**src/rtl/instruction_fetch_unit.sv**
```systemverilog
// Fetch stage: owns the program counter, presents it to the instruction ROM,
// latches the returned word into the fetch register (IR), pre-decodes direct
// jumps and halt, and accepts redirects from downstream branch resolution.
module instruction_fetch_unit #(
  parameter int unsigned ADDR_WIDTH = 10,
  parameter int unsigned DATA_WIDTH = 32,
  parameter int unsigned MEM_DEPTH  = 125,
  parameter int unsigned RESET_PC   = 0
) (
  input  logic                  clock,
  input  logic                  reset,
  output logic [ADDR_WIDTH-1:0] address,
  input  logic [DATA_WIDTH-1:0] iRAMOutput,
  input  logic                  stall,
  input  logic                  redirect_valid,
  input  logic [ADDR_WIDTH-1:0] redirect_target,
  output logic [DATA_WIDTH-1:0] instr,
  output logic [ADDR_WIDTH-1:0] instr_pc,
  output logic                  instr_valid,
  output logic                  halted,
  output logic                  fault,
  output logic [15:0]           fetch_count
);

  localparam int unsigned CNT_WIDTH = 16;
  localparam int unsigned CMP_WIDTH = ADDR_WIDTH + 1;
  localparam logic [5:0]  OP_JUMP   = 6'b010101;
  localparam logic [5:0]  OP_HLT    = 6'b011100;

  typedef enum logic {
    ST_RUN    = 1'b0,
    ST_HALTED = 1'b1
  } state_t;

  state_t                state_q, state_d;
  logic [ADDR_WIDTH-1:0] pc_q, pc_d;
  logic [DATA_WIDTH-1:0] instr_q, instr_d;
  logic [ADDR_WIDTH-1:0] instr_pc_q, instr_pc_d;
  logic                  valid_q, valid_d;
  logic                  halted_q, halted_d;
  logic                  fault_q, fault_d;
  logic [CNT_WIDTH-1:0]  count_q, count_d;

  logic [5:0]            opcode;
  logic                  pc_in_range;

  assign opcode      = iRAMOutput[31:26];
  assign pc_in_range = ({1'b0, pc_q} < CMP_WIDTH'(MEM_DEPTH));

  // Next-state and next-output selection: redirect > stall > state action
  always_comb begin
    state_d    = state_q;
    pc_d       = pc_q;
    instr_d    = instr_q;
    instr_pc_d = instr_pc_q;
    valid_d    = valid_q;
    halted_d   = halted_q;
    fault_d    = fault_q;
    count_d    = count_q;

    if (redirect_valid) begin
      pc_d     = redirect_target;
      valid_d  = 1'b0;
      halted_d = 1'b0;
      fault_d  = 1'b0;
      state_d  = ST_RUN;
    end else if (!stall) begin
      unique case (state_q)
        ST_RUN: begin
          if (!pc_in_range) begin
            valid_d  = 1'b0;
            fault_d  = 1'b1;
            halted_d = 1'b1;
            state_d  = ST_HALTED;
          end else begin
            instr_d    = iRAMOutput;
            instr_pc_d = pc_q;
            valid_d    = 1'b1;
            count_d    = (count_q == '1) ? count_q : count_q + CNT_WIDTH'(1);
            if (opcode == OP_JUMP) begin
              pc_d = ADDR_WIDTH'(iRAMOutput[9:0]);
            end else if (opcode == OP_HLT) begin
              halted_d = 1'b1;
              state_d  = ST_HALTED;
            end else begin
              pc_d = pc_q + ADDR_WIDTH'(1);
            end
          end
        end
        ST_HALTED: begin
          valid_d = 1'b0;
        end
        default: begin
          state_d = ST_RUN;
        end
      endcase
    end
  end

  // State and output registers with synchronous reset
  always_ff @(posedge clock) begin
    if (reset) begin
      state_q    <= ST_RUN;
      pc_q       <= ADDR_WIDTH'(RESET_PC);
      instr_q    <= '0;
      instr_pc_q <= '0;
      valid_q    <= 1'b0;
      halted_q   <= 1'b0;
      fault_q    <= 1'b0;
      count_q    <= '0;
    end else begin
      state_q    <= state_d;
      pc_q       <= pc_d;
      instr_q    <= instr_d;
      instr_pc_q <= instr_pc_d;
      valid_q    <= valid_d;
      halted_q   <= halted_d;
      fault_q    <= fault_d;
      count_q    <= count_d;
    end
  end

  assign address     = pc_q;
  assign instr       = instr_q;
  assign instr_pc    = instr_pc_q;
  assign instr_valid = valid_q;
  assign halted      = halted_q;
  assign fault       = fault_q;
  assign fetch_count = count_q;

endmodule

```
**config.mk**
```make
export PLATFORM = sky130hd
export DESIGN_NAME = instruction_fetch_unit
export DESIGN_NICKNAME = d
export VERILOG_FILES = /design/src/rtl/instruction_fetch_unit.sv
export SDC_FILE = /design/constraint.sdc
export NUM_CORES = 1
export LEC_CHECK = 0
export CAP_MARGIN = 20
export CORE_MARGIN = 2
export CORE_UTILIZATION = 60
export CTS_CLUSTER_DIAMETER = 50
export DETAILED_ROUTE_END_ITERATION = 12
export DONT_BUFFER_PORTS = 1
export GPL_ROUTABILITY_DRIVEN = 1
export MAX_ROUTING_LAYER = met4
export PLACE_DENSITY = 0.83
export SKIP_LAST_GASP = 1
export SLEW_MARGIN = 20
export SYNTH_ARGS = -nofsm -noshare
export SYNTH_HDL_FRONTEND = slang
export SYNTH_SLANG_ARGS = --single-unit
```
**constraint.sdc**
```tcl
create_clock -name clock -period 2.2 [get_ports clock]
set_input_delay 0.66 -clock clock [delete_from_list [all_inputs] [get_ports clock]]
set_output_delay 0.66 -clock clock [all_outputs]
set_load 0.01 [all_outputs]
```
==> impl_results.md, run 1 <==
* Row Count at 26
* RD Place Congestion at 0.925
* Setup Total Neg Slack at 0 ps
* Async S/R FF share, synth at 0%
* Synthesized area per cell at 8.11 um^2
* Crit path capture type: flop
* Seq pwr share at 48.7%
* Sequential area share after synthesis at a little under half
* WP data required at 2430 ps
* Die height at 76.7 um
* Vias in the first global route at approximately 2700
* Largest net degree at the start of global routing at 65
* Total Wirelength at ~7.6 mm
* Clock share of power at 41.4%
* Layout area overhead at 11.8%
* Distinct cells, synth at 52
* I/O pin cnt at 117
* CTS Hold Bufs at 0
* Crit-path max FO at 8
* Relative slew slack at 72.3%
* TritonRoute pass-1 iters at 4
* WP buf/inv at 0
* Post-synth EDFFs at 0
* Full die area at 5880 um^2
* Hold Vio Cnt, Final at 0
* Reg2reg start: fetch_count[1]
* Psw at 0.000705 W
* Critical-path cell list: ha_1, nand2_1, or4_1, o21ai_4, mux2i_1, nor2_1
* Critical path class: flop to flop
* Total GRT Usage at 26.6%
* Post-route ant nets at 0
* Hold crit path type: input pin to flop
* WL/cell at 16.1 um
* H-tree depth at 3
* Ant diodes at 0
* Vias at 2755
* DRC at 0
* R2R depth at 6
* Hold EP: instr[30]
* Max-Cap Viols at 0
* CTS tree: built
* Final core occ at 69.4%
* Tot Pwr at 0.00291 W
* RR Endpoint: fetch_count[1]
* CP arrival at 2220 ps
* PortBufs at 0
* RSZ-0062 raised after global routing: no
* DP HPWL at 5.36 mm
* Type of origin of the critical path: flop
* Clk root buf: clkbuf_8
* Antenna violations before repair at 0
* Largest stage delay, worst path at 650 ps
* Clk Latency, worst-skew pair at between 300 and 400 ps
* Place WS at 84.0 ps
* Flops & latches, synth at 72
* Die Wd at 76.7 um
* Reg2Reg Setup Slack at 210 ps
* Slowest CP cell: or4_1
* Final setup margin at between 200 and 250 ps
* Pwr/cell area at 822 nW/um^2
* 1st-iter DRT viols at 226
* Initial Utilization at 62.1%
* Worst Skew at 10.4 ps
* P_leak at 1.27 nW
* TritonCTS Sinks at between 70 and 80
* Cell taking the most area after synthesis: dfxtp_1
* Status: completed
* First-pass GRT wire length at 12.2 mm
* Cells after Synth at between 300 and 400
* Fin crit share at 90.5%
* Share of the synthesized area in the top cell type at 45.5%
* Ys flop type: dfxtp_1
* Comb power frac at 9.9%
* Pins Over Slew Limit at 0
* Tmin final at 1990 ps
* Grt ovf at 0
* Peak supply drop at 0.807 mV
* Syn_nets at 440
* Synth warn at 0
* Cts bufs inserted at 9
* DR vias/cell at 5.89
* Postcts setup bufs at 0
* Max frequency at 502 MHz
* Top cells by area, synth: dfxtp_1 45%, nand2_1 12%, a21oi_1 6.9%, nor2_1 3.4%, xor2_1 2.8%
* Post-synth top cells: 98 x nand2_1, 72 x dfxtp_1, 44 x a21oi_1
* Mapped cell area at 3170 um^2
* Sw frac at 24.2%
* Worst-Margin Slew at 414 ps
* Layout Nets at 442
* Setup-failing EPs final at 0
* Max clock buf depth at 2
* Internal Dissipation at 0.00221 W
* Top-count cell post-synth: nand2_1
* WHS Path Cells at 1
* Layout cells sized above 1 at a little under an eighth
* CP top delay family: simple AND/OR/NAND/NOR gates
* Hold wc startpoint: reset
* Core Area at 5110 um^2
* Clock-pin slew on the worst setup and hold paths at 80 ps
per-stage QoR:
step	hold WS [ps]	cell area [um^2]	instances
4_1_cts	362	3540	468
5_1_grt	360	3540	468
6_report	385	3540	468
3_5_place_dp	486	3300	452
3_3_place_gp	455	3300	452
2_1_floorplan	441	3170	391
power groups by stage:
stage	Clock (W)	Combinational (W)	Sequential, W
6_report	0.00121	0.000289	0.00142
3_3_place_gp	0	0.000278	0.00145
5_1_grt	0.00129	0.000325	0.00142
2_1_floorplan	0	0.000206	0.00146
4_1_cts	0.00123	0.000289	0.00142
3_5_place_dp	0	0.000288	0.00145
layout by cell type (no fill, tap or decap), types with 3 or more instances in the layout:
cell type / synthesis / routed
dfxtp_1: 72 / 72
o21ai_0: 6 / 6
a211o_1: 3 / 3
nand4_1: 4 / 4
nor2_1: 29 / 29
nand2b_1: 4 / 4
o211ai_1: 8 / 8
nand2_1: 98 / 98
inv_1: 6 / 6
o2111ai_1: 4 / 3
xnor2_1: 4 / 4
nor4_1: 4 / 4
nand3_1: 9 / 9
a21oi_1: 44 / 44
o31ai_1: 3 / 3
nor3_1: 4 / 4
and3_1: 5 / 5
ha_1: 3 / 3
a311oi_1: 7 / 7
buf_4: 1 / 15
clkbuf_8: 0 / 12
o21a_1: 4 / 4
xor2_1: 10 / 10
area by class of cell:
class	instances	area, um^2
well taps	70	87.6
inverters	7	26.3
repair buffers	17	144
fillers	415	1570
clock inverters	4	75.1
multi-input cells	286	1600
flip-flops and latches	72	1440
clock buffers	12	165
routing by layer:
metal / vias up / share of wire [%] / GRT usage [%]
li1: 1352 / - / -
met1: 1282 / 41 / 29.8
met2: 113 / 48 / 43.2
met3: 8 / 10 / 9.41
met4: 0 / 1.1 / 11.3
met5: - / 0 / -
sequential cells by signal, summed over array words and instances (netlist names):
signal	flops
instr	32
halted	1
fault	1
fetch_count	16
state_q	1
instr_valid	1
address	10
instr_pc	10
worst max path at each step:
stage,startpoint,endpoint,cells past startpoint
finish,fetch_count[1],fetch_count[1],6
CTS,fetch_count[0],fetch_count[1],6
detailed placement,stall,instr[4],5
global placement,iRAMOutput[27],address[5],6
floorplan,iRAMOutput[27],address[5],6
global route,address[0],instr[17],8
logic make-up (layout without fill, tap and decap cells):
kind of cell | Yosys count | in the layout | share of synthesized area (%)
compound gates | 91 | 91 | 18.9
xor+xnor | 14 | 14 | 3.87
fa+ha+maj | 3 | 3 | 1.18
buf+inv | 33 | 40 | 4.54
flops | 72 | 72 | 45.5
mux | 3 | 3 | 0.987
simple gates | 175 | 175 | 25.1
repair_timing:
item	CTS	global route
resized for setup	0	1
endpoints found under the setup margin	0	1
endpoints found under the hold margin	0	0
(Power assumes the default switching activity.)
==> run 2, diff against run 1 <==
- CORE_UTILIZATION: 60 -> 45
- PLACE_DENSITY: 0.83 -> 0.67
==> run 2 against run 1 <==
Net effect: clock skew fell by 1.1 ps; total power rose by 2.9%; first-iteration DRC count fell by 42%; cell count rose by 6.0%; utilization fell by 17 points.
==> impl_results.md, run 2 (synthesized netlist as in run 1, its figures left out) <==
* TritonRoute pass-1 iters at 4 (unchanged)
* TritonCTS Sinks at 72 (unchanged)
* Grt ovf at 0 (unchanged)
* Layout Nets at 444 (was 442)
* Pins Over Slew Limit at 0 (unchanged)
* Cts bufs inserted at 9 (unchanged)
* P_leak at 1.28 nW (was 1.27 nW)
* H-tree depth at 3 (unchanged)
* Commonest non-fill, non-tap cell in the layout: nand2_1 (unchanged)
* Die Wd at 87.9 um (was 76.7 um)
* Total GRT Usage at 20.9% (was 26.6%)
* RD Place Congestion at 0.834 (was 0.925)
* Antenna violations before repair at 0 (unchanged)
* Filler cell count in the final layout at 670 (was 415)
* WL/cell at 15.9 um (was 16.1 um)
* Die height at 87.9 um (was 76.7 um)
* 1st-iter DRT viols at 131 (was 226)
* Clk root buf: clkbuf_8 (unchanged)
* RSZ-0062 raised after global routing: no (unchanged)
* Tmin final at 1980 ps (was 1990 ps)
* Hold crit path type: input pin to flop (unchanged)
* Place WS at 55.3 ps (was 84.0 ps)
* Max frequency at 505 MHz (was 502 MHz)
* Critical path class: flop to flop (unchanged)
* Setup-failing EPs final at 0 (unchanged)
* Post-route ant nets at 0 (unchanged)
* Tot Pwr at 0.00300 W (was 0.00291 W)
* Full die area at 7730 um^2 (was 5880 um^2)
* Fin crit share at 90.0% (was 90.5%)
* Row Count at 30 (was 26)
* First-pass GRT wire length at 12.1 mm (was 12.2 mm)
* DRC at 0 (unchanged)
* Largest net degree at the start of global routing at 65 (unchanged)
* Final setup margin at 220 ps (was 208 ps)
* Setup Total Neg Slack at 0 ps (unchanged)
* CTS Hold Bufs at 0 (unchanged)
* Postcts setup bufs at 0 (unchanged)
* Largest register FFs at 32 (unchanged)
* Max clock buf depth at 2 (unchanged)
* Peak supply drop at 0.377 mV (was 0.807 mV)
* Status: completed (unchanged)
* Most frequent cells in the layout: 98 x nand2_1, 72 x dfxtp_1, 44 x a21oi_1 (unchanged)
* Core Area at 6790 um^2 (was 5110 um^2)
* Post-cts resize count at 0 (unchanged)
* Clk Latency, worst-skew pair at 340 ps (about the same)
* CP arrival at 2220 ps (about the same)
* Clock-pin slew on the worst setup and hold paths at 80 ps (about the same)
* Hold Vio Cnt, Final at 0 (unchanged)
* CTS tree: built (unchanged)
* DR vias/cell at 5.56 (was 5.89)
* DP Area at 3330 um^2 (was 3300 um^2)
* Seq. cell area at 1440 um^2 (unchanged)
* Area of the multi-input gates at 1600 um^2 (unchanged)
* Pwr/cell area at 835 nW/um^2 (was 822 nW/um^2)
* Worst Skew at 9.32 ps (was 10.4 ps)
* I/O pin cnt at 117 (unchanged)
* Type of origin of the critical path: flop (unchanged)
* Ant diodes at 0 (unchanged)
* Crit-path max FO at 8 (unchanged)
* Placed cell count at 480 (was 452)
* PortBufs at 0 (unchanged)
* Relative slew slack at 64.9% (was 72.3%)
* Total Wirelength at 7.90 mm (was 7.55 mm)
* WP data required at 2440 ps (was 2430 ps)
* Vias at 2756 (was 2755)
* Layout area overhead at 13.2% (was 11.8%)
* Layout cells sized above 1 at 11.8% (was 11.3%)
* Layout Cells excl Fill at 496 (was 468)
* Design area at 3590 um^2 (was 3540 um^2)
* Max-Cap Viols at 0 (unchanged)
* Vias in the first global route at 2443 (was 2683)
* Initial Utilization at 46.6% (was 62.1%)
* Worst-Margin Slew at 526 ps (was 414 ps)
* Crit path capture type: flop (unchanged)
* DP HPWL at 5.51 mm (was 5.36 mm)
==> run 2: cell types whose count changed in the layout (fill, tap and decap cells not counted) <==
cell | before | now
buf_6 | 1 | 0
clkbuf_8 | 12 | 11
clkinvlp_4 | 2 | 1
bufinv_16 | 2 | 3
clkinv_2 | 0 | 1
buf_4 | 15 | 19
buf_12 | 1 | 0
==> run 2: routing by layer <==
| metal | global-route usage, % | part of all wire (%) |
|---|---|---|
| met3 | 7.45 | 9.9 |
| met5 | - | 0 |
| met2 | 31.7 | 47 |
| met4 | 6.99 | 0.051 |
| met1 | 26.0 | 43 |
==> run 2: final cells by class <==
type,instances,area share [%]
clock buffers,11,4.22
multi-input cells,286,44.7
inverters,7,0.732
repair buffers,19,3.98
flip-flops and latches,72,40.2
well taps,96,3.35
clock inverters,5,2.86
==> run 2: worst max-delay path, cell delays in order (launching register included) <==
cell	delay [ps]
dfxtp_1	340
ha_1	240
nand2_1	70
or4_1	660
o21ai_4	300
mux2i_1	220
nor2_1	50
==> run 2: per-stage QoR <==
step / hold slack (ps) / util, %
2_1_floorplan: 441 / -
3_3_place_gp: 450 / 49.1
3_5_place_dp: 465 / 49.1
4_1_cts: 359 / 52.8
5_1_grt: 351 / 52.8
6_report: 387 / 52.8
==> run 2: where the power goes <==
part           total [W]  switching, W  internal (W)  leakage [nW]
Sequential       0.00142     0.0000621       0.00136         0.585
Combinational   0.000281      0.000170      0.000110         0.571
Clock            0.00129      0.000479      0.000813         0.126
==> run 2: worst paths after layout <==
path	start	endpoint	slack, ps	depth (start not counted)
hold / removal	reset	fetch_count[1]	390	1
setup / recovery	fetch_count[0]	fetch_count[1]	220	6
setup reg to reg	fetch_count[0]	fetch_count[1]	220	6
hold reg to reg	state_q	state_q	480	1
